<file path="config.mk">
export PLATFORM = sky130hd
export DESIGN_NAME = pipeline_hazard_control_flat
export DESIGN_NICKNAME = d
export VERILOG_FILES = /design/src/rtl/pipeline_hazard_control_if.sv /design/src/rtl/pipeline_hazard_control.sv /design/src/flat_wrapper.sv
export SDC_FILE = /design/constraint.sdc
export NUM_CORES = 1
export LEC_CHECK = 0
export ABC_CLOCK_PERIOD_IN_PS = 2150
export BUFFER_PORTS_ARGS = -buffer_cell sky130_fd_sc_hd__buf_2
export CORE_AREA = 5 5 42 44
export CTS_BUF_LIST = sky130_fd_sc_hd__clkbuf_4
export DETAILED_ROUTE_END_ITERATION = 12
export DIE_AREA = 0 0 47 49
export PLACE_DENSITY = 0.71
export SLEW_MARGIN = 0
export SYNTH_ARGS = -nofsm -noshare
export SYNTH_HDL_FRONTEND = slang
export SYNTH_SLANG_ARGS = --single-unit
</file>
<file path="constraint.sdc">
create_clock -name CLK -period 2.15 [get_ports CLK]
set_input_delay 0 -clock CLK [delete_from_list [all_inputs] [get_ports CLK]]
set_output_delay 0 -clock CLK [all_outputs]
set_load 0.02 [all_outputs]
</file>
<file path="src/rtl/pipeline_hazard_control_if.sv">
// Command encoding and signal bundle between the pipeline datapath and the hazard sequencer.
// Purely structural: no storage, no latency.
// The master modport is the datapath side; the slave modport is the sequencer.

package pipeline_hazard_pkg;
  // Per-latch command: ENABLE loads the next stage value, STALL holds the
  // current contents, NOP loads a bubble.
  typedef enum logic [1:0] {
    PIPE_ENABLE = 2'b00,
    PIPE_STALL  = 2'b01,
    PIPE_NOP    = 2'b10
  } pipe_state_t;
endpackage

interface pipeline_hazard_control_if;
  import pipeline_hazard_pkg::*;

  // hazard sources
  logic       ihit;
  logic       dmem_req;
  logic       dhit;
  logic       ex_is_load;
  logic [4:0] ex_rt;
  logic [4:0] dec_rs;
  logic [4:0] dec_rt;
  logic       dec_uses_rt;
  logic       mem_redirect;
  logic       mem_halt;

  // latch commands and PC control
  pipe_state_t fd_state;
  pipe_state_t de_state;
  pipe_state_t em_state;
  pipe_state_t mw_state;
  logic        pc_en;
  logic        pc_redirect;
  logic        halt;

  modport master (
    output ihit, dmem_req, dhit, ex_is_load, ex_rt, dec_rs, dec_rt,
           dec_uses_rt, mem_redirect, mem_halt,
    input  fd_state, de_state, em_state, mw_state, pc_en, pc_redirect, halt
  );

  modport slave (
    input  ihit, dmem_req, dhit, ex_is_load, ex_rt, dec_rs, dec_rt,
           dec_uses_rt, mem_redirect, mem_halt,
    output fd_state, de_state, em_state, mw_state, pc_en, pc_redirect, halt
  );
endinterface

</file>
<file path="src/rtl/pipeline_hazard_control.sv">
// Five-stage pipeline sequencer: per-latch ENABLE/STALL/NOP, PC enable/redirect, halt drain.
// Zero-cycle decision: commands are combinational from state and inputs; only halt is registered.
// Stalls are issued as commands; PIPELINE_PERF_EN adds saturating stall/flush counters.

module pipeline_hazard_control
  import pipeline_hazard_pkg::*;
(
  input  logic CLK,
  input  logic nRST,
  pipeline_hazard_control_if.slave hz
`ifdef PIPELINE_PERF_EN
  ,
  output logic [31:0] stall_cnt,
  output logic [31:0] flush_cnt
`endif
);

  typedef enum logic [1:0] {
    RUN    = 2'b00,
    DRAIN  = 2'b01,
    HALTED = 2'b10
  } seq_state_t;

  seq_state_t  state, state_next;
  logic        halt_q;
  pipe_state_t fd_cmd, de_cmd, em_cmd, mw_cmd;
  logic        pc_en_c, pc_redirect_c;
  logic        stall_evt, flush_evt;

  // raw hazard terms; priority between them is resolved in the decoder
  logic mem_stall, load_use;
  assign mem_stall = hz.dmem_req & ~hz.dhit;
  assign load_use  = hz.ex_is_load & (hz.ex_rt != 5'd0) &
                     ((hz.ex_rt == hz.dec_rs) |
                      (hz.dec_uses_rt & (hz.ex_rt == hz.dec_rt)));

  // sequencer state register; only reset leaves HALTED
  always_ff @(posedge CLK or negedge nRST) begin
    if (!nRST) state <= RUN;
    else       state <= state_next;
  end

  // halt is high exactly while the sequencer sits in HALTED
  always_ff @(posedge CLK or negedge nRST) begin
    if (!nRST) halt_q <= 1'b0;
    else       halt_q <= (state_next == HALTED);
  end

  // next-state and command decode, RUN conditions in strict priority order
  always_comb begin
    state_next    = state;
    fd_cmd        = PIPE_ENABLE;
    de_cmd        = PIPE_ENABLE;
    em_cmd        = PIPE_ENABLE;
    mw_cmd        = PIPE_ENABLE;
    pc_en_c       = 1'b0;
    pc_redirect_c = 1'b0;
    stall_evt     = 1'b0;
    flush_evt     = 1'b0;
    case (state)
      RUN: begin
        if (hz.mem_halt) begin
          // let the halt itself retire, squash everything younger
          fd_cmd     = PIPE_NOP;
          de_cmd     = PIPE_NOP;
          em_cmd     = PIPE_NOP;
          state_next = DRAIN;
        end else if (mem_stall) begin
          // freeze the front of the pipe; WB gets a bubble
          fd_cmd    = PIPE_STALL;
          de_cmd    = PIPE_STALL;
          em_cmd    = PIPE_STALL;
          mw_cmd    = PIPE_NOP;
          stall_evt = 1'b1;
        end else if (hz.mem_redirect) begin
          // younger instructions and the in-flight fetch are wrong-path
          fd_cmd        = PIPE_NOP;
          de_cmd        = PIPE_NOP;
          em_cmd        = PIPE_NOP;
          pc_en_c       = 1'b1;
          pc_redirect_c = 1'b1;
          flush_evt     = 1'b1;
        end else if (load_use) begin
          // hold DEC one cycle, bubble into EX while the load moves to MEM
          fd_cmd    = PIPE_STALL;
          de_cmd    = PIPE_NOP;
          stall_evt = 1'b1;
        end else if (!hz.ihit) begin
          // no instruction to hand to DEC yet
          fd_cmd    = PIPE_NOP;
          stall_evt = 1'b1;
        end else begin
          pc_en_c = 1'b1;
        end
      end
      DRAIN: begin
        fd_cmd     = PIPE_NOP;
        de_cmd     = PIPE_NOP;
        em_cmd     = PIPE_NOP;
        mw_cmd     = PIPE_NOP;
        state_next = HALTED;
      end
      HALTED: begin
        fd_cmd = PIPE_STALL;
        de_cmd = PIPE_STALL;
        em_cmd = PIPE_STALL;
        mw_cmd = PIPE_STALL;
      end
      default: begin
        state_next = RUN;
      end
    endcase
  end

  assign hz.fd_state    = fd_cmd;
  assign hz.de_state    = de_cmd;
  assign hz.em_state    = em_cmd;
  assign hz.mw_state    = mw_cmd;
  assign hz.pc_en       = pc_en_c;
  assign hz.pc_redirect = pc_redirect_c;
  assign hz.halt        = halt_q;

`ifdef PIPELINE_PERF_EN
  // saturating event counters; events are only raised in RUN so they freeze elsewhere
  always_ff @(posedge CLK or negedge nRST) begin
    if (!nRST) begin
      stall_cnt <= 32'd0;
      flush_cnt <= 32'd0;
    end else begin
      if (stall_evt && stall_cnt != 32'hFFFF_FFFF) stall_cnt <= stall_cnt + 32'd1;
      if (flush_evt && flush_cnt != 32'hFFFF_FFFF) flush_cnt <= flush_cnt + 32'd1;
    end
  end
`else
  logic unused_evt;
  assign unused_evt = stall_evt ^ flush_evt;
`endif

endmodule

</file>
<file path="src/flat_wrapper.sv">
// flat-port wrapper written by rule: the top's interface ports become plain ports
module pipeline_hazard_control_flat import pipeline_hazard_pkg::*;
  (CLK, nRST, hz_ihit, hz_dmem_req, hz_dhit, hz_ex_is_load, hz_ex_rt, hz_dec_rs, hz_dec_rt, hz_dec_uses_rt, hz_mem_redirect, hz_mem_halt, hz_fd_state, hz_de_state, hz_em_state, hz_mw_state, hz_pc_en, hz_pc_redirect, hz_halt);
  pipeline_hazard_control_if hz_i ();
  input  logic CLK;
  input  logic nRST;
  input wire logic [$bits(hz_i.ihit)-1:0] hz_ihit;
  input wire logic [$bits(hz_i.dmem_req)-1:0] hz_dmem_req;
  input wire logic [$bits(hz_i.dhit)-1:0] hz_dhit;
  input wire logic [$bits(hz_i.ex_is_load)-1:0] hz_ex_is_load;
  input wire logic [$bits(hz_i.ex_rt)-1:0] hz_ex_rt;
  input wire logic [$bits(hz_i.dec_rs)-1:0] hz_dec_rs;
  input wire logic [$bits(hz_i.dec_rt)-1:0] hz_dec_rt;
  input wire logic [$bits(hz_i.dec_uses_rt)-1:0] hz_dec_uses_rt;
  input wire logic [$bits(hz_i.mem_redirect)-1:0] hz_mem_redirect;
  input wire logic [$bits(hz_i.mem_halt)-1:0] hz_mem_halt;
  output wire logic [$bits(hz_i.fd_state)-1:0] hz_fd_state;
  output wire logic [$bits(hz_i.de_state)-1:0] hz_de_state;
  output wire logic [$bits(hz_i.em_state)-1:0] hz_em_state;
  output wire logic [$bits(hz_i.mw_state)-1:0] hz_mw_state;
  output wire logic [$bits(hz_i.pc_en)-1:0] hz_pc_en;
  output wire logic [$bits(hz_i.pc_redirect)-1:0] hz_pc_redirect;
  output wire logic [$bits(hz_i.halt)-1:0] hz_halt;
  assign hz_i.ihit = hz_ihit;
  assign hz_i.dmem_req = hz_dmem_req;
  assign hz_i.dhit = hz_dhit;
  assign hz_i.ex_is_load = hz_ex_is_load;
  assign hz_i.ex_rt = hz_ex_rt;
  assign hz_i.dec_rs = hz_dec_rs;
  assign hz_i.dec_rt = hz_dec_rt;
  assign hz_i.dec_uses_rt = hz_dec_uses_rt;
  assign hz_i.mem_redirect = hz_mem_redirect;
  assign hz_i.mem_halt = hz_mem_halt;
  assign hz_fd_state = hz_i.fd_state;
  assign hz_de_state = hz_i.de_state;
  assign hz_em_state = hz_i.em_state;
  assign hz_mw_state = hz_i.mw_state;
  assign hz_pc_en = hz_i.pc_en;
  assign hz_pc_redirect = hz_i.pc_redirect;
  assign hz_halt = hz_i.halt;
  pipeline_hazard_control u_core (.CLK(CLK), .nRST(nRST), .hz(hz_i));
endmodule
</file>
==> results.yml <==
route:
  drc_errors: 0
  wire_per_inst_um: 10.49
  drt_first_pass_iters: 2
  vias: 487
  drt-initial-drc-count: 2
  routed_wl_um: 1133
  ant_nets: 0
  vias_per_cell: 4.509
floorplanning:
  fp-row-count: 14
  core_area_sq_mm: 0.001401
  dieArea_sq_mm: 0.002303
  start_util: 0.3107
  num_io_pins: 35
  die_width_um: 47
  die_h_um: 49
synth:
  avgSynthCellArea_sq_um: 8.063
  synth_cell_type_count: 25
  muxShareOfSynthArea: 0.02299
  synth_compound_area_frac: 0.1868
  yosys.area.top_type: "xnor2_1"
  synth_area_sq_um: 435.4
  netlist_top_cells_area: "xnor2_1 20%, dfrtp_1 17%, ha_1 11%"
  synth_top_area_frac: 0.2011
  seq_area_frac_synth: 0.1724
  synth.net_count: 82
  ys_warn_count: 0
  synth_fa_ha_area_frac: 0.1149
  synth_xor_area_frac: 0.2011
  synthCells: 54
  ys_ff_latch: 3
  synth_top_family_by_area: "simple AND/OR/NAND/NOR gates"
  yosys.area_share.simple: 0.2672
power_and_ir_drop:
  ir_worst_vdd_uv: 229.5
  power_density_mw_per_mm2: 340.9
  p_leak_nw: 0.3192
  power_mw: 0.2244
timing:
  setup_tns_ns: 0
  period_needed_ns: 1.815
  fmax_ghz: 0.5509
  tightest_slew_ns: 0.3417
  timing.slew.headroom: 0.7717
  finalMaxSlewViolations: 0
  finClkSkew_ns: 0.003685
  hold_violations: 0
  setup_viol: 0
  rsz0062_at_grt: "false"
  setup_ws_ns: 0.3347
  fin_crit_sh: 0.8443
place:
  placed_cell_area_sq_um: 618.1
  gp_congestion: 0.8233
  io_buffers: 34
  dpl.hpwl_um: 996
  preCtsSetupSlack_ns: 0.5789
setup_path:
  slowest_delay_ns: 0.43
  endpoint_kind: "output port"
  required_ns: 2.15
  crit_fanout: 8
  arrival_ns: 1.82
  cp-start-kind: "flop"
  cpMaxStageDelayCell: "dfrtp_1"
  rrSetupSlack_ns: 0.84
  crit_type: "flop to output port"
  path_cells: "inv_1 > ha_1 > nor3b_1 > a21o_1 > a31o_1 > buf_2"
  cp_num_buf_inv: 2
  cpLargestDelayFamily: "flip-flops"
cells_and_area:
  drive_gt1_frac: 0.4348
  nNetsFinal: 121
  area_growth_pct: 51.15
  fillers: 159
  num_antenna_cells: 0
  finalInstanceArea_sq_um: 658.1
global_route:
  grt.busiest_layer: "met2"
  grt_util_met3: 0.01107
  grt_max_degree: 9
  grt_pass1_wl_um: 1697
  antenna_found_initial: 0
  overflow: 0
  grt_use_met1: 0.1079
  use_met2: 0.1652
  grt_pass1_vias: 447
  grt_usage: 0.1008
clock_tree:
  clk_latency_ns: 0.23
  clk_path_buf_depth: 2
  cts_setup_buffers: 0
  cts_buffers: 3
  cts_tree: "built"
  cts.repair.resized: 0
  cts_root_buffer: "clkbuf_4"
  clock-sinks: 3
  htreeDepth: 1
  cts.clk_slew.worst_paths_ns: 0.04
hold_path:
  hold_path_class: "input pin to flop"
run:
  drv_cap: 0
outcome:
  status: "completed"
area by class of cell:
type                       count  area, sq um  area share
inverter                       2        7.507     0.01141
sequential                     3        75.07      0.1141
timing repair buffer          35        180.2      0.2738
clock buffer                   4        30.03     0.04563
tap                           16        20.02     0.03042
multi-input combinational     48        345.3      0.5247
path summary, 6_finish.rpt:
kind	startpoint	endpoint	depth (start not counted)
setup / recovery	u_core.state[0]$_DFF_PN0_	hz_de_state[1]	6
hold / removal	hz_mem_halt	u_core.state[0]$_DFF_PN0_	3
setup reg to reg	u_core.state[0]$_DFF_PN0_	u_core.hz.halt$_DFF_PN0_	5
hold reg to reg	u_core.state[0]$_DFF_PN0_	u_core.state[0]$_DFF_PN0_	2
max in group asynchronous	nRST	u_core.state[1]$_DFF_PN0_	2
min in group asynchronous	nRST	u_core.state[0]$_DFF_PN0_	2
worst reg2reg max path: cells and delay by family (launching register included):
family | cells | cell delay [ns]
flops | 1 | 0.43
compound gates | 2 | 0.30
fa+ha+maj | 1 | 0.25
buf+inv | 1 | 0.13
simple gates | 1 | 0.07
report_power, final:
part / switching (mW) / internal (mW) / total [mW]
sequential: 0 / 0.0568 / 0.0568
combinational: 0.0253 / 0.0341 / 0.0594
clock: 0.0262 / 0.0819 / 0.108
total: 0.0515 / 0.173 / 0.224
routing by layer:
layer | routed length, um | up-vias
li1 | - | 263
met1 | 434 | 214
met2 | 626 | 10
met3 | 72 | 0
met4 | 0 | 0
met5 | 0 | -
stage by stage:
stage,std cells,hold slack (ns),utilization
2_1_floorplan,54,-0.2956,-
3_3_place_gp,103,-0.2047,0.4411
3_5_place_dp,103,-0.2042,0.4411
4_1_cts,108,0.05590,0.4696
5_1_grt,108,0.07407,0.4696
6_report,108,0.05754,0.4696
what timing repair did:
| item | 4_1_cts | 5_1_grt |
|---|---|---|
| setup endpoints to repair | 0 | 0 |
| hold buffers | 1 | 0 |
| hold endpoints to repair | 3 | 0 |
sequential cells by signal, summed over array words and instances, names as in the netlist:
name / cells
u_core.hz.halt: 1
u_core.state: 2
cells in the final DEF, fill, tap and decap left out, drive strengths merged:
cell type    netlist  final
nand2b             3      3
o22ai              1      1
nand4              1      1
a21o               2      2
dlygate4sd3        0      1
or4                1      1
ha                 4      4
nor2b              2      2
mux2i              1      1
nor3b              1      1
and2               1      1
nand3b             2      2
inv                2      2
nand2              4      4
a31o               1      1
o21ai              4      4
o21a               1      1
a21oi              4      4
nor3               1      1
clkbuf             0      4
buf                1     34
xnor2             10     10
nand3              1      1
dfrtp              3      3
nor2               2      2
nor4               1      1
cells in the mapped netlist:
library cell  number
a21oi_1            4
nand3b_1           2
nand2b_1           3
o21ai_0            3
nor3b_1            1
buf_4              1
nor2b_1            2
nor2_1             2
nand3_1            1
nor3_1             1
dfrtp_1            3
a31o_1             1
and2_1             1
nor4_1             1
or4_4              1
ha_1               4
o21a_1             1
nand4_1            1
nand2_1            4
o22ai_1            1
o21ai_2            1
a21o_1             2
mux2i_1            1
xnor2_1           10
inv_1              2
cell families after synthesis:
kind of cell	count (synthesis)
compound gates	13
flops	3
fa+ha+maj	4
simple gates	20
buf+inv	3
xor+xnor	10
mux	1
No activity file was read; power rests on OpenSTA's default activity.
